$ cat config.mk
export PLATFORM = sky130hd
export DESIGN_NAME = pipe_hazard_ctrl
export DESIGN_NICKNAME = d
export VERILOG_FILES = /design/src/rtl/pipe_hazard_ctrl.sv
export SDC_FILE = /design/constraint.sdc
export NUM_CORES = 1
export LEC_CHECK = 0
export BUFFER_PORTS_ARGS = -buffer_cell sky130_fd_sc_hd__clkbuf_2
export CAP_MARGIN = 10
export CELL_PAD_IN_SITES_DETAIL_PLACEMENT = 1
export CELL_PAD_IN_SITES_GLOBAL_PLACEMENT = 2
export CORE_UTILIZATION = 31
export DETAILED_ROUTE_END_ITERATION = 7
export PLACE_DENSITY_LB_ADDON = 0.1
export SLEW_MARGIN = 0
export SYNTH_ARGS = -nofsm -noshare
export SYNTH_HDL_FRONTEND = slang
export SYNTH_SLANG_ARGS = --single-unit
$ cat constraint.sdc
create_clock -name clk_i -period 2.44 [get_ports clk_i]
set_input_delay 0 -clock clk_i [delete_from_list [all_inputs] [get_ports clk_i]]
set_output_delay 0 -clock clk_i [all_outputs]
set_load 0.02 [all_outputs]
$ cat src/rtl/pipe_hazard_ctrl.sv
`default_nettype none
// ============================================================================
// Module      : pipe_hazard_ctrl
// Description : Pipeline sequencer for a 5-stage CPU. Produces the PC and
//               pipe-register load enables and flushes. It handles three
//               events: load-use stalls, taken-branch flushes and
//               data-memory wait states. It also keeps saturating stall and
//               flush counters for performance debug.
// Ports       :
//   clk_i, rst_i       clock, synchronous active-high reset
//   ifid_rs_i/rt_i     source fields of the instruction in IF/ID
//   ifid_uses_rt_i     IF/ID instruction actually reads rt
//   idex_memread_i     ID/EX holds a load
//   idex_rt_i          load destination register in ID/EX
//   branch_taken_i     taken branch resolved in EX/MEM
//   dm_req_i           EX/MEM performs a data-memory access
//   dm_ready_i         data memory completes the access this cycle
//   *_we_o / *_flush_o pipe-register load enables and flushes
//   stall_cnt_o        saturating count of stalled cycles
//   flush_cnt_o        saturating count of taken-branch flushes
//   mem_err_o          sticky memory-timeout flag
// Revision    : 1.0 - initial release
// ============================================================================
module pipe_hazard_ctrl #(
    parameter int unsigned LU_STALL_CYCLES = 1,   // 1..3
    parameter int unsigned MEM_TIMEOUT     = 15   // 1..255
) (
    input  logic        clk_i,
    input  logic        rst_i,
    input  logic [4:0]  ifid_rs_i,
    input  logic [4:0]  ifid_rt_i,
    input  logic        ifid_uses_rt_i,
    input  logic        idex_memread_i,
    input  logic [4:0]  idex_rt_i,
    input  logic        branch_taken_i,
    input  logic        dm_req_i,
    input  logic        dm_ready_i,
    output logic        pc_we_o,
    output logic        ifid_we_o,
    output logic        ifid_flush_o,
    output logic        idex_we_o,
    output logic        idex_flush_o,
    output logic        exmem_we_o,
    output logic        exmem_flush_o,
    output logic        memwb_flush_o,
    output logic [31:0] stall_cnt_o,
    output logic [15:0] flush_cnt_o,
    output logic        mem_err_o
);

    typedef enum logic [1:0] {
        ST_RUN      = 2'd0,
        ST_LU_STALL = 2'd1,
        ST_MEM_WAIT = 2'd2
    } state_t;

    // Number of additional stall cycles after the cycle that detects the hazard.
    localparam logic [1:0] c_lu_reload = 2'(LU_STALL_CYCLES - 1);
    localparam logic [7:0] c_timeout   = 8'(MEM_TIMEOUT);

    state_t      state_q,     state_d;
    logic [1:0]  lu_cnt_q,    lu_cnt_d;
    logic [7:0]  wait_cnt_q,  wait_cnt_d;
    logic [31:0] stall_cnt_q, stall_cnt_d;
    logic [15:0] flush_cnt_q, flush_cnt_d;
    logic        mem_err_q,   mem_err_d;

    logic        w_lu;
    logic        w_wait;
    logic        w_timeout;
    logic [31:0] w_stall_inc;
    logic [15:0] w_flush_inc;
    state_t      w_eff_state;

    // Load-use hazard: a load in EX writes a register the IF/ID instruction reads.
    // Register $0 is hard-wired, so a load to $0 never creates a dependency.
    assign w_lu = idex_memread_i && (idex_rt_i != 5'd0) &&
                  ((idex_rt_i == ifid_rs_i) ||
                   (ifid_uses_rt_i && (idex_rt_i == ifid_rt_i)));

    assign w_wait    = dm_req_i && !dm_ready_i;
    assign w_timeout = (wait_cnt_q >= c_timeout);

    // Saturating increments: counters hold at all-ones instead of wrapping.
    assign w_stall_inc = (stall_cnt_q == 32'hFFFF_FFFF) ? stall_cnt_q : stall_cnt_q + 32'd1;
    assign w_flush_inc = (flush_cnt_q == 16'hFFFF)      ? flush_cnt_q : flush_cnt_q + 16'd1;

    // When a memory wait ends, the current cycle is decoded as if the
    // pipeline were already back in the state it was frozen from.
    always_comb begin
        w_eff_state = state_q;
        if (state_q == ST_MEM_WAIT) begin
            w_eff_state = (lu_cnt_q != 2'd0) ? ST_LU_STALL : ST_RUN;
        end
    end

    always_comb begin
        // Defaults: pipeline advances freely.
        pc_we_o       = 1'b1;
        ifid_we_o     = 1'b1;
        ifid_flush_o  = 1'b0;
        idex_we_o     = 1'b1;
        idex_flush_o  = 1'b0;
        exmem_we_o    = 1'b1;
        exmem_flush_o = 1'b0;
        memwb_flush_o = 1'b0;

        state_d     = state_q;
        lu_cnt_d    = lu_cnt_q;
        wait_cnt_d  = wait_cnt_q;
        stall_cnt_d = stall_cnt_q;
        flush_cnt_d = flush_cnt_q;
        mem_err_d   = mem_err_q;

        if (w_wait && !w_timeout) begin
            // Freeze every stage; MEM/WB gets a bubble so the instruction
            // stuck in MEM is not written back twice.
            pc_we_o       = 1'b0;
            ifid_we_o     = 1'b0;
            idex_we_o     = 1'b0;
            exmem_we_o    = 1'b0;
            memwb_flush_o = 1'b1;
            state_d       = ST_MEM_WAIT;
            wait_cnt_d    = wait_cnt_q + 8'd1;
            stall_cnt_d   = w_stall_inc;
        end else if (w_wait) begin
            // Timeout: let the pipeline go with default outputs and flag it.
            mem_err_d  = 1'b1;
            wait_cnt_d = 8'd0;
            state_d    = (lu_cnt_q != 2'd0) ? ST_LU_STALL : ST_RUN;
        end else begin
            wait_cnt_d = 8'd0;
            state_d    = w_eff_state;
            if (branch_taken_i) begin
                // Squash the three younger instructions; a pending load-use
                // stall belonged to a squashed instruction, so drop it.
                ifid_flush_o  = 1'b1;
                idex_flush_o  = 1'b1;
                exmem_flush_o = 1'b1;
                lu_cnt_d      = 2'd0;
                state_d       = ST_RUN;
                flush_cnt_d   = w_flush_inc;
            end else if (w_eff_state == ST_LU_STALL) begin
                pc_we_o      = 1'b0;
                ifid_we_o    = 1'b0;
                idex_flush_o = 1'b1;
                stall_cnt_d  = w_stall_inc;
                lu_cnt_d     = lu_cnt_q - 2'd1;
                state_d      = (lu_cnt_q <= 2'd1) ? ST_RUN : ST_LU_STALL;
            end else if (w_lu) begin
                pc_we_o      = 1'b0;
                ifid_we_o    = 1'b0;
                idex_flush_o = 1'b1;
                stall_cnt_d  = w_stall_inc;
                if (c_lu_reload != 2'd0) begin
                    lu_cnt_d = c_lu_reload;
                    state_d  = ST_LU_STALL;
                end
            end
        end
    end

    always_ff @(posedge clk_i) begin
        if (rst_i) begin
            state_q     <= ST_RUN;
            lu_cnt_q    <= 2'd0;
            wait_cnt_q  <= 8'd0;
            stall_cnt_q <= 32'd0;
            flush_cnt_q <= 16'd0;
            mem_err_q   <= 1'b0;
        end else begin
            state_q     <= state_d;
            lu_cnt_q    <= lu_cnt_d;
            wait_cnt_q  <= wait_cnt_d;
            stall_cnt_q <= stall_cnt_d;
            flush_cnt_q <= flush_cnt_d;
            mem_err_q   <= mem_err_d;
        end
    end

    assign stall_cnt_o = stall_cnt_q;
    assign flush_cnt_o = flush_cnt_q;
    assign mem_err_o   = mem_err_q;

endmodule
`default_nettype wire

; ---- After elaboration in Yosys (flattened, before gate mapping)
; Cells that the tools add are included.
[word_totals]
regBits = 61
out_inout_bits = 57
elab_cells = 72
[op_classes]
n_addsub = 4
magnitude_cmp = 2
n_eq_ne = 8
n_mux = 30
bitwise = 3
reduce_logical = 18
[op_table]
columns = op, n
row1 = 32-bit two-way mux, 6
row2 = 32-bit by 1-bit adder with 32-bit output (second input constant), 1
row3 = 32-bit equality test (second input constant), 1
row4 = 1-bit two-way mux, 17
row5 = 16-bit by 1-bit adder with 16-bit output (second input constant), 1
row6 = 16-bit equality test (second input constant), 1
row7 = 2-bit two-way mux, 7
row8 = 5-bit equality test, 2
row9 = 8-bit by 1-bit adder with 8-bit output (second input constant), 1
row10 = 8-bit by 4-bit greater-or-equal comparator with 1-bit output (second input constant), 1
row11 = 3-bit AND reduction, 2
row12 = 1-bit logical AND, 5
row13 = 5-bit nonzero test, 1
row14 = 2-bit by 1-bit inequality test with 1-bit output (second input constant), 2
row15 = 4-bit AND reduction, 1
row16 = 2-bit nonzero test, 2
row17 = 2-bit OR reduction, 2
row18 = 1-bit NOT, 3
row19 = 3-bit nonzero test, 1
row20 = 2-bit by 1-bit equality test with 1-bit output (second input constant), 1
row21 = 2-bit equality test (second input constant), 1
row22 = 2-bit by 1-bit less-or-equal comparator with 1-bit output (second input constant), 1
row23 = 1-bit logical NOT, 2
row24 = 2-bit AND reduction, 1
row25 = other kinds (2), 2

; ---- Longest topological paths before layout
[depth]
ltp_word = 9
mapped_depth = 11

; ---- Worst setup path before layout
; Ideal clock, no wire load.
[synth_timing]
path_type = register -> register
startpoint = register stall_cnt_q[0] (netlist: stall_cnt_o[0])
endpoint = register stall_cnt_q[4] (netlist: stall_cnt_o[4])
setup_time_ns = 0.121
arrival_ns = 1.957
required_time_ns = 2.319
setup_slack_ns = 0.361
stages_incl_launch_ff = 9
n_path_buf = 1
period_less_slack_ns = 2.079
cell_sequence = dfxtp_1 ha_1 nand3_1 nor4_4 nand4_2 buf_4 nand2_2 nor3_1 mux2_4
[synth_via]
elab_chain_cells = 7
elab_cells_between_ends = 8
classes_between = add/sub (1) / eq/ne (1) / mux (6)
[synth_rtl]
columns = item, line
row1 = from (decl), 64  ; logic [31:0] stall_cnt_q, stall_cnt_d;
row2 = from (signal assigned), 175  ; stall_cnt_q <= stall_cnt_d;
row3 = 32-bit by 1-bit adder with 32-bit output / 32-bit equality test (equally long branches), 85  ; assign w_stall_inc = (stall_cnt_q == 32'hFFFF_FFFF) ? stall_cnt_q : stall_cnt_q + 32'd1;
row4 = 32-bit two-way mux *, 85
row5 = 32-bit two-way mux, 150  ; end else if (w_lu) begin
row6 = 32-bit two-way mux, 143  ; end else if (w_eff_state == ST_LU_STALL) begin
row7 = 32-bit two-way mux, 134  ; if (branch_taken_i) begin
row8 = 32-bit two-way mux, 126  ; end else if (w_wait) begin
row9 = 32-bit two-way mux *, 115  ; if (w_wait && !w_timeout) begin
; Mark *: on every way between the ends. The rest lies on a longest branch, timed or not. The select of a mux whose other input is x is not followed.
; A chain may end at the register's enable or synchronous reset.

; ---- Final worst setup path
[layout_timing]
startpoint = register lu_cnt_q[0]
endpoint = register stall_cnt_q[8] (netlist: stall_cnt_o[8])
[layout_via]
elab_chain_cells = 8
elab_cells_between_ends = 10
classes_between = eq/ne (1) / mux (6) / reduce/logical (3)
[layout_rtl]
columns = item, line
row1 = from (decl), 62  ; logic [1:0] lu_cnt_q, lu_cnt_d;
row2 = from (signal assigned), 173  ; lu_cnt_q <= lu_cnt_d;
row3 = 2-bit nonzero test *, 93  ; w_eff_state = (lu_cnt_q != 2'd0) ? ST_LU_STALL : ST_RUN;
row4 = 1-bit two-way mux *, 93
row5 = 2-bit two-way mux *, 92  ; if (state_q == ST_MEM_WAIT) begin
row6 = 2-bit by 1-bit equality test with 1-bit output *, 143
row7 = 32-bit two-way mux, 143
row8 = 32-bit two-way mux, 134
row9 = 32-bit two-way mux, 126
row10 = 32-bit two-way mux, 115
; Marks and branches as above.

==> run metrics <==
status finished clean; Total Routed Length roughly 8700 um; RSZ-0062 raised after global routing false; DR pass1 iterations 4; Yosys reg bits 61; Iter 0 DRT Violations 90; Setup crit end stall_cnt_o[8]; Tmin final approximately 2.2 ns; Net Sw Frac between 20% and 30%; Crit path largest cell delay 0.39 ns; GRT Util Overall between 10% and 20%; P_int 0.00163 W; LEAKAGE about 1.6 nW; Mapped Cells ~380; final hold violation count 0; CTS Buf Count 9; clk buf depth 2; htree depth 3; Clk Latency, worst-skew pair 0.35 ns; initial antenna violation count 0; Slew Viols, Final 0; overall die area about 11000 um2; Async SR Flop Fraction 0%; critical path depth in cells 9; R2R setup slack ~0.19 ns; Die Span Y about 100 um; Gate power share ~5.8%; clock tree from TritonCTS yes; Avg WL per Cell approximately 14 um; sequential share of power a little under half; Worst Setup Path Type reg2reg; post-synthesis sequential area ratio 38.1%; Top FF cell, synth dfxtp_1; CP Capture Type register; WP buf/inv 2; min-delay worst type in2reg; Critical Path Start Type register; grt ovf 0; reg2reg path depth 9; WP data required between 2 and 3 ns; worst r2r src lu_cnt_q[0]; Hold WS between 0.1 and 0.15 ns; Tcrit/Tclk final about 92%; clock power share a little under half; CP top delay family simple AND/OR/NAND/NOR gates; Worst Setup SP lu_cnt_q[0]; Cell Area, Synth between 3000 and 4000 um2; CP cell instances inv_1 -> ha_1 -> nor3b_1 -> o211ai_1 -> nand2_1 -> a21oi_4 -> buf_12 -> nor4_4 -> mux2_1; # clock sinks just over 60; Ys Warns 0; first-pass GRT wire length ~15000 um; Fmax around 440 MHz; clk root buf clkbuf_8; Clock Skew 0.0138 ns; DP HPWL roughly 6500 um; hold path startpoint dm_req_i; Worst Max-Slew Pin Slew between 0.9 and 1 ns; Netlist cell types 53; Post-layout nets approximately 500; overall power around 0.0022 W; Die Wd around 100 um; syn_area_per_cell around 8.4 um2; WP data arrival approximately 2.5 ns; Relative slew margins about 35%; switching pwr 0.000538 W; vias in the first global route ~3000; pwr dens ~540 nW/um2; initial core utilization 32.3%; RePlAce Congestion about 0.75; core area ~9900 um2; # IOs approximately 80; Post-synth EDFFs 0; Post-route DRC 0; layout cells sized above 1 approximately 28%; CP Max Fanout 48; setup tns final 0 ns; via count roughly 3100; Layout area overhead 26.4%; peak supply drop between 300 and 400 uV; PortBufs 78; RR Endpoint stall_cnt_o[8]; Worst path slowest cell dfxtp_1; Max Cap Violations 0; Routed Antenna Nets 0; row count 36; pin count of the biggest net entering global routing 49; vias per cell roughly 5.0; ant diodes 0; Clock transition at path regs 0.08 ns; Setup Buffers After CTS 0; Setup Viol. Count Final 0
-- per-stage QoR --
step	std cells	cell area, um2	setup WS, ns	utilization [%]
global placement	595	3800	0.227	38.3
detailed placement	595	3800	0.129	38.3
floorplan	385	3220	0.361	-
finish	612	4050	0.191	40.9
global route	612	4050	0.0288	40.9
CTS	612	4030	0.0988	40.7
-- repair_timing --
item | in CTS | in global routing
hold buffers | 1 | 0
endpoints found under the hold margin | 1 | 0
setup endpoints to repair | 0 | 2
gates resized for setup | 0 | 3
-- worst min-delay path, stage by stage --
cell and delay (ns):
clkbuf_2 0.09, nand2b_1 0.16, a32oi_1 0.13, nor2_1 0.08
-- per-layer routing --
metal	wire length, um	part of all wire (%)	global-route usage (%)	vias up
li1	-	-	-	1540
met1	4330	50	21.9	1460
met2	3980	46	27.3	45
met3	273	3.2	3.71	9
met4	79	0.91	5.51	0
met5	0	0	0	-
-- power by group through the flow --
stage / Clock (W) / Combinational, W / Sequential [W]
after floorplan: 0 / 0.0000715 / 0.00104
after global placement: 0 / 0.000124 / 0.00103
after detailed placement: 0 / 0.000127 / 0.00103
after CTS: 0.00106 / 0.000129 / 0.00101
after global routing: 0.00111 / 0.000141 / 0.00101
final: 0.00103 / 0.000126 / 0.00101
-- cells in the mapped netlist (6+ instances only) --
cell      count  area share, %
inv_1        13            1.5
o21ai_0       8            1.2
nand2_1      29            3.4
nor4_1        8            1.6
a21oi_1      21            3.3
o21ai_1      12            1.9
nand4_1      15            2.9
or3_1        18            3.5
xnor2_1      13            3.6
nor2b_1       7            1.4
a21oi_2      10            2.7
clkbuf_1      7           0.82
nand3_1      24            3.7
dfxtp_1      61             38
xor2_1       14            3.8
nor3_1        6           0.94
nor2_1       43            5.0
-- layout make-up --
class	count	area (um2)
Fill cell	1195	5860
Tap cell	133	166
Inverter	13	48.8
Timing Repair Buffer	95	533
Multi-Input combinational cell	294	1860
Clock inverter	7	97.6
Sequential cell	61	1220
Clock buffer	9	124
-- sequential cells by signal, summed over array words and instances, names as in the netlist --
| register | count |
|---|---|
| state_q | 2 |
| wait_cnt_q | 8 |
| lu_cnt_q | 2 |
| flush_cnt_o | 16 |
| mem_err_o | 1 |
| stall_cnt_o | 32 |
-- how the worst min path moves through the flow --
stage | end | cells after the start
after CTS | state_q[0] | 4
final | state_q[0] | 4
after detailed placement | state_q[1] | 3
after global routing | state_q[0] | 4
after floorplan | state_q[1] | 2
after global placement | state_q[1] | 3
-- kinds of logic (layout without fill, tap and decap cells) --
kind of cell | count (synthesis) | count (layout) | share of synthesized area (%)
AOI/OAI and AO/OA | 67 | 67 | 13.1
and+or+nand+nor | 184 | 184 | 31.7
DFF | 61 | 61 | 38.1
other | 1 | 4 | 0.117
adders and majority gates | 5 | 5 | 1.95
buffers and inverters | 30 | 124 | 5.11
xor gates and xnor gates | 27 | 27 | 7.38
muxes | 7 | 7 | 2.54
-- cell usage in the layout (no fill, tap or decap), types with 3 or more instances in the layout --
cell	count
dfxtp_1	61
or3_1	18
o21ai_0	8
nor4_1	6
xor2_1	14
nor4_2	3
mux2_1	5
a21oi_2	9
conb_1	4
a21oi_1	21
and3_1	4
nand4b_1	3
or4_1	5
nand3_1	24
xnor2_1	13
nand2_1	29
nand2b_1	3
ha_1	5
o21ai_1	12
nor2_1	43
nor3_1	6
nand4_1	15
and4_1	3
clkbuf_8	9
nor2b_1	7
clkbuf_2	78
buf_4	15
o31ai_1	5
inv_1	13
No activity file was read; power rests on OpenSTA's default activity.
